[config.mk]
export PLATFORM = sky130hd
export DESIGN_NAME = exu_muldiv
export DESIGN_NICKNAME = d
export VERILOG_FILES = /design/src/rtl/exu_muldiv.sv
export SDC_FILE = /design/constraint.sdc
export NUM_CORES = 1
export LEC_CHECK = 0
export CAP_MARGIN = 25
export CORE_ASPECT_RATIO = 0.75
export CORE_UTILIZATION = 40
export DETAILED_ROUTE_END_ITERATION = 12
export GPL_TIMING_DRIVEN = 1
export SKIP_CTS_REPAIR_TIMING = 1
export SLEW_MARGIN = 20
export SYNTH_ARGS = -nofsm -noshare
export SYNTH_HDL_FRONTEND = slang
export SYNTH_SLANG_ARGS = --single-unit
[constraint.sdc]
create_clock -name clk -period 11.23 [get_ports clk]
set_input_delay 2.246 -clock clk [delete_from_list [all_inputs] [get_ports clk]]
set_output_delay 2.246 -clock clk [all_outputs]
set_load 0.01 [all_outputs]
[src/rtl/exu_muldiv.sv]
// exu_muldiv: iterative RV32M multiply/divide unit that stalls the PC until its result retires
// Ports: clk/rst (async, active-high); start_i, op_i (funct3), rs1_rdata_i, rs2_rdata_i, rd_waddr_i
//        issue one M-type operation; flush_i aborts it; busy_o = not idle; hold_o = PC stall;
//        valid_o pulses with rd_waddr_o/rd_wdata_o for one cycle (both zero otherwise).
// Optional: define MULDIV_FAST_MUL_EN for single-cycle multiplies via a combinational multiplier.
module exu_muldiv #(
  parameter int XLEN   = 32,
  parameter int REG_AW = 5
) (
  input  logic              clk,
  input  logic              rst,
  input  logic              start_i,
  input  logic [2:0]        op_i,
  input  logic [XLEN-1:0]   rs1_rdata_i,
  input  logic [XLEN-1:0]   rs2_rdata_i,
  input  logic [REG_AW-1:0] rd_waddr_i,
  input  logic              flush_i,
  output logic              busy_o,
  output logic              hold_o,
  output logic              valid_o,
  output logic [REG_AW-1:0] rd_waddr_o,
  output logic [XLEN-1:0]   rd_wdata_o
);
  localparam int CW = $clog2(XLEN);
  typedef enum logic [1:0] {IDLE, CALC, DONE} state_e;
  state_e            state_q, state_d;
  logic [CW-1:0]     cnt_q, cnt_d;
  logic [2:0]        op_q, op_d;
  logic              sa_q, sa_d, sb_q, sb_d;
  logic [XLEN-1:0]   m_q, m_d;
  logic [2*XLEN-1:0] acc_q, acc_d, acc_nx, prod;
  logic [REG_AW-1:0] rd_q, rd_d, waddr_q, waddr_d;
  logic [XLEN-1:0]   wdata_q, wdata_d;
  logic              s1, s2, neg1, neg2, special, fast, div_ge;
  logic [XLEN-1:0]   mag1, mag2, spec_res, fast_res, res, quo, rem, div_diff;
  logic [XLEN:0]     mul_sum, div_sh;
  assign s2   = op_i == 3'd1 || (op_i[2] && !op_i[0]);
  assign s1   = s2 || op_i == 3'd2;
  assign neg1 = s1 & rs1_rdata_i[XLEN-1];
  assign neg2 = s2 & rs2_rdata_i[XLEN-1];
  assign mag1 = neg1 ? -rs1_rdata_i : rs1_rdata_i;
  assign mag2 = neg2 ? -rs2_rdata_i : rs2_rdata_i;
  // divide by zero and most-negative / -1 are answered without iterating
  assign special = op_i[2] & (rs2_rdata_i == '0 |
                   (!op_i[0] & rs1_rdata_i == {1'b1, {(XLEN-1){1'b0}}} & &rs2_rdata_i));
  assign spec_res = rs2_rdata_i == '0 ? (op_i[1] ? rs1_rdata_i : '1) : (op_i[1] ? '0 : rs1_rdata_i);
`ifdef MULDIV_FAST_MUL_EN
  logic [2*XLEN-1:0] fprod;
  // sign-extending both operands to 2*XLEN makes one unsigned multiply serve every signedness
  assign fprod    = {{XLEN{neg1}}, rs1_rdata_i} * {{XLEN{neg2}}, rs2_rdata_i};
  assign fast     = !op_i[2];
  assign fast_res = op_i[1:0] == 2'd0 ? fprod[XLEN-1:0] : fprod[2*XLEN-1:XLEN];
`else
  assign fast     = 1'b0;
  assign fast_res = '0;
`endif
  // acc holds {partial high, multiplier} for multiply and {remainder, dividend/quotient} for divide
  assign mul_sum  = {1'b0, acc_q[2*XLEN-1:XLEN]} + (acc_q[0] ? {1'b0, m_q} : '0);
  assign div_sh   = acc_q[2*XLEN-1:XLEN-1];
  assign div_ge   = div_sh >= {1'b0, m_q};
  assign div_diff = div_sh[XLEN-1:0] - m_q;
  assign acc_nx   = op_q[2] ? {div_ge ? div_diff : div_sh[XLEN-1:0], acc_q[XLEN-2:0], div_ge}
                            : {mul_sum, acc_q[XLEN-1:1]};
  assign prod     = (sa_q ^ sb_q) ? -acc_nx : acc_nx;
  assign quo      = (sa_q ^ sb_q) ? -acc_nx[XLEN-1:0] : acc_nx[XLEN-1:0];
  assign rem      = sa_q ? -acc_nx[2*XLEN-1:XLEN] : acc_nx[2*XLEN-1:XLEN];
  assign res      = op_q[2] ? (op_q[1] ? rem : quo)
                            : (op_q[1:0] == 2'd0 ? prod[XLEN-1:0] : prod[2*XLEN-1:XLEN]);
  always_comb begin
    state_d = state_q;
    cnt_d   = cnt_q;
    op_d    = op_q;
    sa_d    = sa_q;
    sb_d    = sb_q;
    m_d     = m_q;
    acc_d   = acc_q;
    rd_d    = rd_q;
    waddr_d = '0;
    wdata_d = '0;
    if (flush_i) state_d = IDLE;
    else if (state_q == IDLE && start_i) begin
      op_d = op_i;
      sa_d = neg1;
      sb_d = neg2;
      rd_d = rd_waddr_i;
      if (special || fast) begin
        state_d = DONE;
        waddr_d = rd_waddr_i;
        wdata_d = special ? spec_res : fast_res;
      end else begin
        state_d = CALC;
        cnt_d   = CW'(XLEN-1);
        m_d     = op_i[2] ? mag2 : mag1;
        acc_d   = {{XLEN{1'b0}}, op_i[2] ? mag1 : mag2};
      end
    end else if (state_q == CALC) begin
      acc_d = acc_nx;
      cnt_d = cnt_q == '0 ? cnt_q : cnt_q - 1'b1;
      if (cnt_q == '0) begin
        state_d = DONE;
        waddr_d = rd_q;
        wdata_d = res;
      end
    end else if (state_q == DONE) state_d = IDLE;
  end
  always_ff @(posedge clk or posedge rst) begin
    if (rst) begin
      state_q <= IDLE;
      cnt_q   <= '0;
      op_q    <= '0;
      sa_q    <= 1'b0;
      sb_q    <= 1'b0;
      m_q     <= '0;
      acc_q   <= '0;
      rd_q    <= '0;
      waddr_q <= '0;
      wdata_q <= '0;
    end else begin
      state_q <= state_d;
      cnt_q   <= cnt_d;
      op_q    <= op_d;
      sa_q    <= sa_d;
      sb_q    <= sb_d;
      m_q     <= m_d;
      acc_q   <= acc_d;
      rd_q    <= rd_d;
      waddr_q <= waddr_d;
      wdata_q <= wdata_d;
    end
  end
  assign busy_o     = state_q != IDLE;
  assign hold_o     = (state_q == IDLE && start_i && !flush_i) || state_q == CALC;
  assign valid_o    = state_q == DONE;
  assign rd_waddr_o = waddr_q;
  assign rd_wdata_o = wdata_q;
endmodule
==> results of run 1 <==
area by class of cell:
cell class                      instances  area share
Multi-Input combinational cell       1875       0.632
Sequential cell                       150       0.206
Timing Repair Buffer                  152      0.0796
Tap cell                              520      0.0357
Clock buffer                           17      0.0233
Inverter                               68      0.0143
Clock inverter                         14     0.00879
Antenna cell                            3    0.000412
cells by family after synthesis:
kind of cell / count (synthesis)
adders and majority gates: 72
DFF: 150
buffers and inverters: 200
xor gates and xnor gates: 174
muxes: 56
and+or+nand+nor: 835
AOI/OAI and AO/OA: 738
cell usage after synthesis (all sizes together) (17+ instances only):
master | n | share of area
a211oi | 19 | 0.0095
a21o | 33 | 0.015
a21oi | 200 | 0.062
a31oi | 28 | 0.011
and2 | 54 | 0.021
and3 | 19 | 0.0074
buf | 24 | 0.0076
clkbuf | 108 | 0.025
dfrtp | 150 | 0.23
ha | 70 | 0.055
inv | 67 | 0.016
mux2i | 49 | 0.031
nand2 | 310 | 0.073
nand3 | 36 | 0.012
nand4 | 37 | 0.015
nor2 | 201 | 0.047
nor3 | 55 | 0.017
nor4 | 19 | 0.0074
o211ai | 17 | 0.0080
o21a | 19 | 0.0089
o21ai | 271 | 0.085
o31ai | 19 | 0.0089
or3 | 18 | 0.0070
xnor2 | 92 | 0.050
xor2 | 82 | 0.045
per-stage QoR:
stage               power, mW  utilization
CTS                      4.39        0.460
floorplan                2.86            -
finish                   4.50        0.461
global placement         3.75        0.445
global route             4.77        0.461
detailed placement       3.78        0.445
registers in the layout (all words and copies together) (netlist names):
signal and count:
state_q 2, m_q 32, cnt_q 5, acc_q 64
rd_wdata_o 32, sa_q 1, op_q 3, sb_q 1
rd_waddr_o 5, rd_q 5
worst min-delay path: cells and delay by family (launching register included):
family / cells / cell delay (ps)
flip-flops: 1 / 340
AND/OR/NAND/NOR: 2 / 110
metal layers:
| metal | track usage | part of all wire | vias to the layer above |
|---|---|---|---|
| met5 | 0 | 0.00078 | - |
| met4 | 0.0618 | 0.015 | 8 |
| met3 | 0.107 | 0.11 | 70 |
| met2 | 0.464 | 0.39 | 916 |
| met1 | 0.528 | 0.48 | 8531 |
| li1 | - | - | 8090 |
path summary, 6_finish.rpt:
kind | slack [ps] | depth (start not counted) | startpoint | endpoint
max | 4170 | 20 | m_q[25] | rd_wdata_o[16]
min | 480 | 2 | rd_q[2] | rd_q[2]
max reg2reg | 4170 | 20 | m_q[25] | rd_wdata_o[16]
max in group asynchronous | 7090 | 4 | rst | m_q[26]
min in group asynchronous | 2120 | 2 | rst | m_q[13]
min reg2reg | 480 | 2 | rd_q[2] | rd_q[2]
power by group:
group	switching, mW	internal, mW	leakage [nW]
clock	0.290	0.316	0.285
sequential	0.175	0.660	1.94
combinational	1.99	1.07	5.37
total	2.46	2.04	7.59
==> impl_metrics.prom, run 1 <==
# TYPE chip_impl_metric gauge
chip_impl_info{name="run_status",value="complete, no violations"} 1
chip_impl_metric{name="skew",unit="ps"} 15.5
chip_impl_metric{name="final_hold_viol_count",unit=""} 0
chip_impl_metric{name="synth_compound_gate_area_share",unit=""} 0.283
chip_impl_metric{name="p_leak",unit="nW"} 7.59
chip_impl_info{name="crit_chain",value="inv_1 -> ha_1 -> nand3_1 -> nor4_1 -> a21o_1 -> a211oi_1 -> a21oi_1 -> buf_4 -> inv_1 -> ha_1 -> nor4b_1 -> buf_4 -> and2_1 -> and3_1 -> nor2b_1 -> nand4_1 -> o41ai_1 -> a221oi_1 -> a21oi_1 -> o21ai_0"} 1
chip_impl_metric{name="syn-instance-count",unit=""} 2225
chip_impl_metric{name="nNetsFinal",unit=""} 2412
chip_impl_metric{name="final_cell_area",unit="mm^2"} 0.0182
chip_impl_metric{name="hold_slack",unit="ps"} 478
chip_impl_metric{name="drcViolationCount",unit=""} 0
chip_impl_metric{name="syn-mean-instance-area",unit="um^2"} 7.20
chip_impl_info{name="leading_cell_types_in_the_layout_fill_and_taps_excluded",value="nand2_1, o21ai_0, a21oi_1"} 1
chip_impl_metric{name="critPathBufInv",unit=""} 4
chip_impl_metric{name="first_global_vias",unit=""} 15700
chip_impl_metric{name="dp.cells",unit=""} 2762
chip_impl_metric{name="place_worst_setup_slack",unit="ps"} 4240
chip_impl_metric{name="synth_sequential_area_ratio",unit=""} 0.234
chip_impl_metric{name="critPathMaxStageDelay",unit="ps"} 920
chip_impl_metric{name="finalWirelength",unit="um"} 70900
chip_impl_metric{name="slew_headroom",unit=""} 0.265
chip_impl_metric{name="start_util",unit=""} 0.406
chip_impl_metric{name="syn-num-nets",unit=""} 2373
chip_impl_metric{name="worst-endpoint-required",unit="ps"} 11540
chip_impl_metric{name="detailedPlacementHpwl",unit="um"} 55700
chip_impl_metric{name="drv.max_cap_violation_count",unit=""} 0
chip_impl_metric{name="clk_latency",unit="ps"} 460
chip_impl_metric{name="fin_crit_share",unit=""} 0.629
chip_impl_metric{name="multi_input_comb_area",unit="mm^2"} 0.0115
chip_impl_metric{name="dieArea",unit="mm^2"} 0.0409
chip_impl_info{name="endpoint_kind",value="flip-flop"} 1
chip_impl_metric{name="core.rowCount",unit=""} 63
chip_impl_metric{name="worstPathMaxFanout",unit=""} 9
chip_impl_metric{name="area_growth",unit="%"} 13.8
chip_impl_metric{name="post_synth_fa_ha_maj_area_fraction",unit=""} 0.0572
chip_impl_metric{name="wire_per_inst",unit="um"} 25.3
chip_impl_metric{name="antenna_found_initial",unit=""} 4
chip_impl_metric{name="netlist-cell-type-count",unit=""} 79
chip_impl_metric{name="timing_worst_slew_pin_value",unit="ps"} 1090
chip_impl_metric{name="globalplace.congestion",unit=""} 0.999
chip_impl_metric{name="via_count",unit=""} 17600
chip_impl_info{name="setup_repair_after_global_routing_missed_its_margin",value="no"} 1
chip_impl_info{name="worst_path_dominant_cell_family",value="simple AND/OR/NAND/NOR gates"} 1
chip_impl_metric{name="cts.htree.levels",unit=""} 4
chip_impl_metric{name="cts_made_buffers",unit=""} 17
chip_impl_metric{name="number_of_enable_type_register_cells_in_the_synthesized_netlist",unit=""} 0
chip_impl_metric{name="pin_count",unit=""} 116
chip_impl_info{name="cts_tree",value="done"} 1
chip_impl_metric{name="timing.final.ws_setup",unit="ps"} 4170
chip_impl_metric{name="synth_async_sr_flop_share",unit=""} 1.00
chip_impl_metric{name="die_height",unit="um"} 175
chip_impl_info{name="slowest_stage",value="a211oi_1"} 1
chip_impl_metric{name="yosysWarnings",unit=""} 0
chip_impl_metric{name="n_fill_cell",unit=""} 3966
chip_impl_metric{name="cp.arrival",unit="ps"} 7370
chip_impl_metric{name="setup-violations-final",unit=""} 0
chip_impl_metric{name="ant_nets",unit=""} 0
chip_impl_metric{name="final-max-slew-violation-count",unit=""} 0
chip_impl_metric{name="yosys.area_share.simple",unit=""} 0.246
chip_impl_metric{name="synth.cell_area",unit="mm^2"} 0.0160
chip_impl_info{name="clockRootBuffer",value="clkbuf_16"} 1
chip_impl_metric{name="placement.cell_area",unit="mm^2"} 0.0176
chip_impl_metric{name="vias_per_cell",unit=""} 6.29
chip_impl_info{name="largest_family_of_logic_cells_by_synthesized_area",value="compound AO/OA/AOI/OAI gates"} 1
chip_impl_metric{name="grt_first_pass_wirelength",unit="um"} 104000
chip_impl_metric{name="globalRouteOverflowTotal",unit=""} 0
chip_impl_metric{name="regArea",unit="mm^2"} 0.00376
chip_impl_info{name="worstHoldPathType",value="reg -> reg"} 1
chip_impl_metric{name="max_freq",unit="MHz"} 142
chip_impl_metric{name="cellPowerDensity",unit="mW/mm^2"} 247
chip_impl_metric{name="grt_start_max_net_pins",unit=""} 115
chip_impl_metric{name="cts_buffer_depth",unit=""} 2
chip_impl_metric{name="die-width",unit="um"} 233
chip_impl_metric{name="post_layout_nonfiller_instances",unit=""} 2799
chip_impl_metric{name="first_iter_violations",unit=""} 2421
chip_impl_info{name="critPathKind",value="reg -> reg"} 1
chip_impl_metric{name="global_route_usage_over_all_layers",unit=""} 0.344
chip_impl_info{name="yosys_most_used_dff",value="dfrtp_1"} 1
chip_impl_metric{name="vdd.ir_drop.worst",unit="mV"} 0.135
chip_impl_metric{name="layout_cells_sized_above_1",unit=""} 0.0554
chip_impl_info{name="layout.cells.most_common",value="nand2_1"} 1
chip_impl_info{name="setup.worst_path.start_class",value="flip-flop"} 1
chip_impl_metric{name="synth_seq_cells",unit=""} 150
chip_impl_metric{name="final.setup.tns",unit="ps"} 0
chip_impl_metric{name="first_pass_iters",unit=""} 6
chip_impl_metric{name="io_buffer_count",unit=""} 115
chip_impl_metric{name="final.min_clock_period",unit="ps"} 7060
chip_impl_metric{name="cts.sinks",unit=""} 150
chip_impl_metric{name="post_synthesis_share_of_cell_area_spent_on_xor_and_xnor_gates",unit=""} 0.0951
chip_impl_metric{name="synthMuxAreaShare",unit=""} 0.0355
chip_impl_metric{name="clk_pin_slew",unit="ps"} 70
chip_impl_metric{name="standard_cell_core_area",unit="mm^2"} 0.0395
(Power assumes the default switching activity.)
==> run 2: changes to the inputs <==
==> constraint.sdc (replaced) <==
create_clock -name clk -period 6.6 [get_ports clk]
set_input_delay 1.32 -clock clk [delete_from_list [all_inputs] [get_ports clk]]
set_output_delay 1.32 -clock clk [all_outputs]
set_load 0.01 [all_outputs]
==> impl_metrics.prom, run 2 (synthesis gave the netlist of run 1 again) <==
# TYPE chip_impl_metric gauge
chip_impl_info{name="run_status",value="complete, no violations"} 1
chip_impl_metric{name="cellPowerDensity",unit="mW/mm^2"} 427
chip_impl_metric{name="skew",unit="ps"} 15.5
chip_impl_metric{name="globalRouteOverflowTotal",unit=""} 0
chip_impl_metric{name="worst-endpoint-required",unit="ps"} 6970
chip_impl_metric{name="finalWirelength",unit="um"} 72500
chip_impl_metric{name="multi_input_comb_area",unit="mm^2"} 0.0115
chip_impl_metric{name="io_buffer_count",unit=""} 115
chip_impl_metric{name="nNetsFinal",unit=""} 2453
chip_impl_metric{name="first_iter_violations",unit=""} 2509
chip_impl_info{name="registers.top_by_ff_count",value="acc_q"} 1
chip_impl_metric{name="wire_per_inst",unit="um"} 25.5
chip_impl_metric{name="standard_cell_core_area",unit="mm^2"} 0.0395
chip_impl_metric{name="p_leak",unit="nW"} 7.77
chip_impl_metric{name="cts.htree.levels",unit=""} 4
chip_impl_metric{name="final.min_clock_period",unit="ps"} 5930
chip_impl_metric{name="clk_pin_slew",unit="ps"} 70
chip_impl_info{name="setup.worst_path.start_class",value="flip-flop"} 1
chip_impl_metric{name="layout_cells_sized_above_1",unit=""} 0.0721
chip_impl_metric{name="worstPathMaxFanout",unit=""} 21
chip_impl_metric{name="dieArea",unit="mm^2"} 0.0409
chip_impl_metric{name="cts_made_buffers",unit=""} 17
chip_impl_info{name="layout.cells.most_common",value="nand2_1"} 1
chip_impl_metric{name="core.rowCount",unit=""} 63
chip_impl_metric{name="cts.sinks",unit=""} 150
chip_impl_info{name="endpoint_kind",value="flip-flop"} 1
chip_impl_metric{name="clk_latency",unit="ps"} 470
chip_impl_metric{name="slew_headroom",unit=""} 0.255
chip_impl_metric{name="final_hold_viol_count",unit=""} 0
chip_impl_metric{name="largest_register_ffs",unit=""} 64
chip_impl_info{name="leading_cell_types_in_the_layout_fill_and_taps_excluded",value="nand2_1, o21ai_0, a21oi_1"} 1
chip_impl_metric{name="n_fill_cell",unit=""} 3971
chip_impl_metric{name="first_global_vias",unit=""} 15800
chip_impl_metric{name="vias_per_cell",unit=""} 6.28
chip_impl_info{name="worstHoldPathType",value="reg -> reg"} 1
chip_impl_info{name="clockRootBuffer",value="clkbuf_16"} 1
chip_impl_metric{name="vdd.ir_drop.worst",unit="mV"} 0.212
chip_impl_metric{name="drcViolationCount",unit=""} 0
chip_impl_metric{name="detailedPlacementHpwl",unit="um"} 57500
chip_impl_metric{name="regArea",unit="mm^2"} 0.00376
chip_impl_metric{name="die_height",unit="um"} 175
chip_impl_info{name="cts_tree",value="done"} 1
chip_impl_metric{name="setup-violations-final",unit=""} 0
chip_impl_metric{name="final-max-slew-violation-count",unit=""} 0
chip_impl_metric{name="area_growth",unit="%"} 15.5
chip_impl_metric{name="die-width",unit="um"} 233
chip_impl_metric{name="cts_buffer_depth",unit=""} 2
chip_impl_metric{name="finish.utilization",unit=""} 0.468
chip_impl_metric{name="cp.arrival",unit="ps"} 6300
chip_impl_metric{name="globalplace.congestion",unit=""} 0.976
chip_impl_metric{name="grt_start_max_net_pins",unit=""} 89
chip_impl_metric{name="pin_count",unit=""} 116
chip_impl_metric{name="max_freq",unit="MHz"} 169
chip_impl_metric{name="via_count",unit=""} 17800
chip_impl_metric{name="first_pass_iters",unit=""} 6
chip_impl_metric{name="antenna_found_initial",unit=""} 1
chip_impl_metric{name="fin_crit_share",unit=""} 0.898
chip_impl_metric{name="final.setup.tns",unit="ps"} 0
chip_impl_metric{name="start_util",unit=""} 0.406
chip_impl_metric{name="ant_nets",unit=""} 0
chip_impl_info{name="critPathKind",value="reg -> reg"} 1
chip_impl_metric{name="drv.max_cap_violation_count",unit=""} 0
chip_impl_metric{name="grt_first_pass_wirelength",unit="um"} 106000
chip_impl_info{name="setup_repair_after_global_routing_missed_its_margin",value="no"} 1
chip_impl_metric{name="global_route_usage_over_all_layers",unit=""} 0.352
chip_impl_metric{name="timing_worst_slew_pin_value",unit="ps"} 1110
-- run 2: cell types whose count changed in the layout (fill, tap and decap cells not counted), sizes merged --
cell      change
clkinvlp      +3
buf          +42
clkbuf        -1
diode         -1
inv           -1
clkinv        -2
-- run 2: per-layer routing --
metal	global-route usage	wire, um
met1	0.545	33800
met4	0.0757	1380
met2	0.467	28200
met3	0.104	9090
met5	0	0
-- run 2: worst max-delay path, cell delays in order (launching register included) --
cell and delay [ps]:
dfrtp_1 430, ha_1 410, a21oi_1 320, o21ai_0 240
a221o_1 380, o21ai_2 440, nand2_2 470, a221oi_1 840
nand2_1 210, or4_1 650, or3_1 490, o311ai_2 260
o41ai_1 150, a221o_1 340, a21oi_1 180
-- run 2: layout make-up --
type,instances,area share
Clock buffer,17,0.0230
Antenna cell,2,0.000271
Inverter,68,0.0141
Clock inverter,14,0.00778
Sequential cell,150,0.203
Multi-Input combinational cell,1875,0.622
Timing Repair Buffer,193,0.0944
Tap cell,520,0.0352
-- run 2: worst paths after layout --
check	cells past startpoint	slack, ps	end	startpoint
min in group asynchronous	2	1390	m_q[3]	rst
worst min-delay path	2	490	rd_q[2]	rd_q[2]
worst max-delay path	14	670	rd_wdata_o[21]	acc_q[37]
max in group asynchronous	3	3980	acc_q[25]	rst
worst min register to register	2	490	rd_q[2]	rd_q[2]
worst max register to register	14	670	rd_wdata_o[21]	acc_q[37]
-- run 2: per-stage QoR --
| step | area, um^2 | total power, mW | hold WS, ps | setup slack (ps) | cells |
|---|---|---|---|---|---|
| floorplan | 16000 | 4.87 | 447 | 1240 | 2225 |
| global placement | 17900 | 6.66 | 461 | 852 | 2805 |
| detailed placement | 17900 | 6.68 | 468 | 818 | 2806 |
| CTS | 18500 | 7.72 | 486 | 788 | 2837 |
| global route | 18500 | 8.35 | 520 | 481 | 2837 |
| finish | 18500 | 7.90 | 493 | 673 | 2839 |
-- run 2: power breakdown --
part	switching, mW	internal (mW)
logic	3.52	1.94
clock network	0.488	0.528
registers	0.301	1.12
total	4.31	3.59
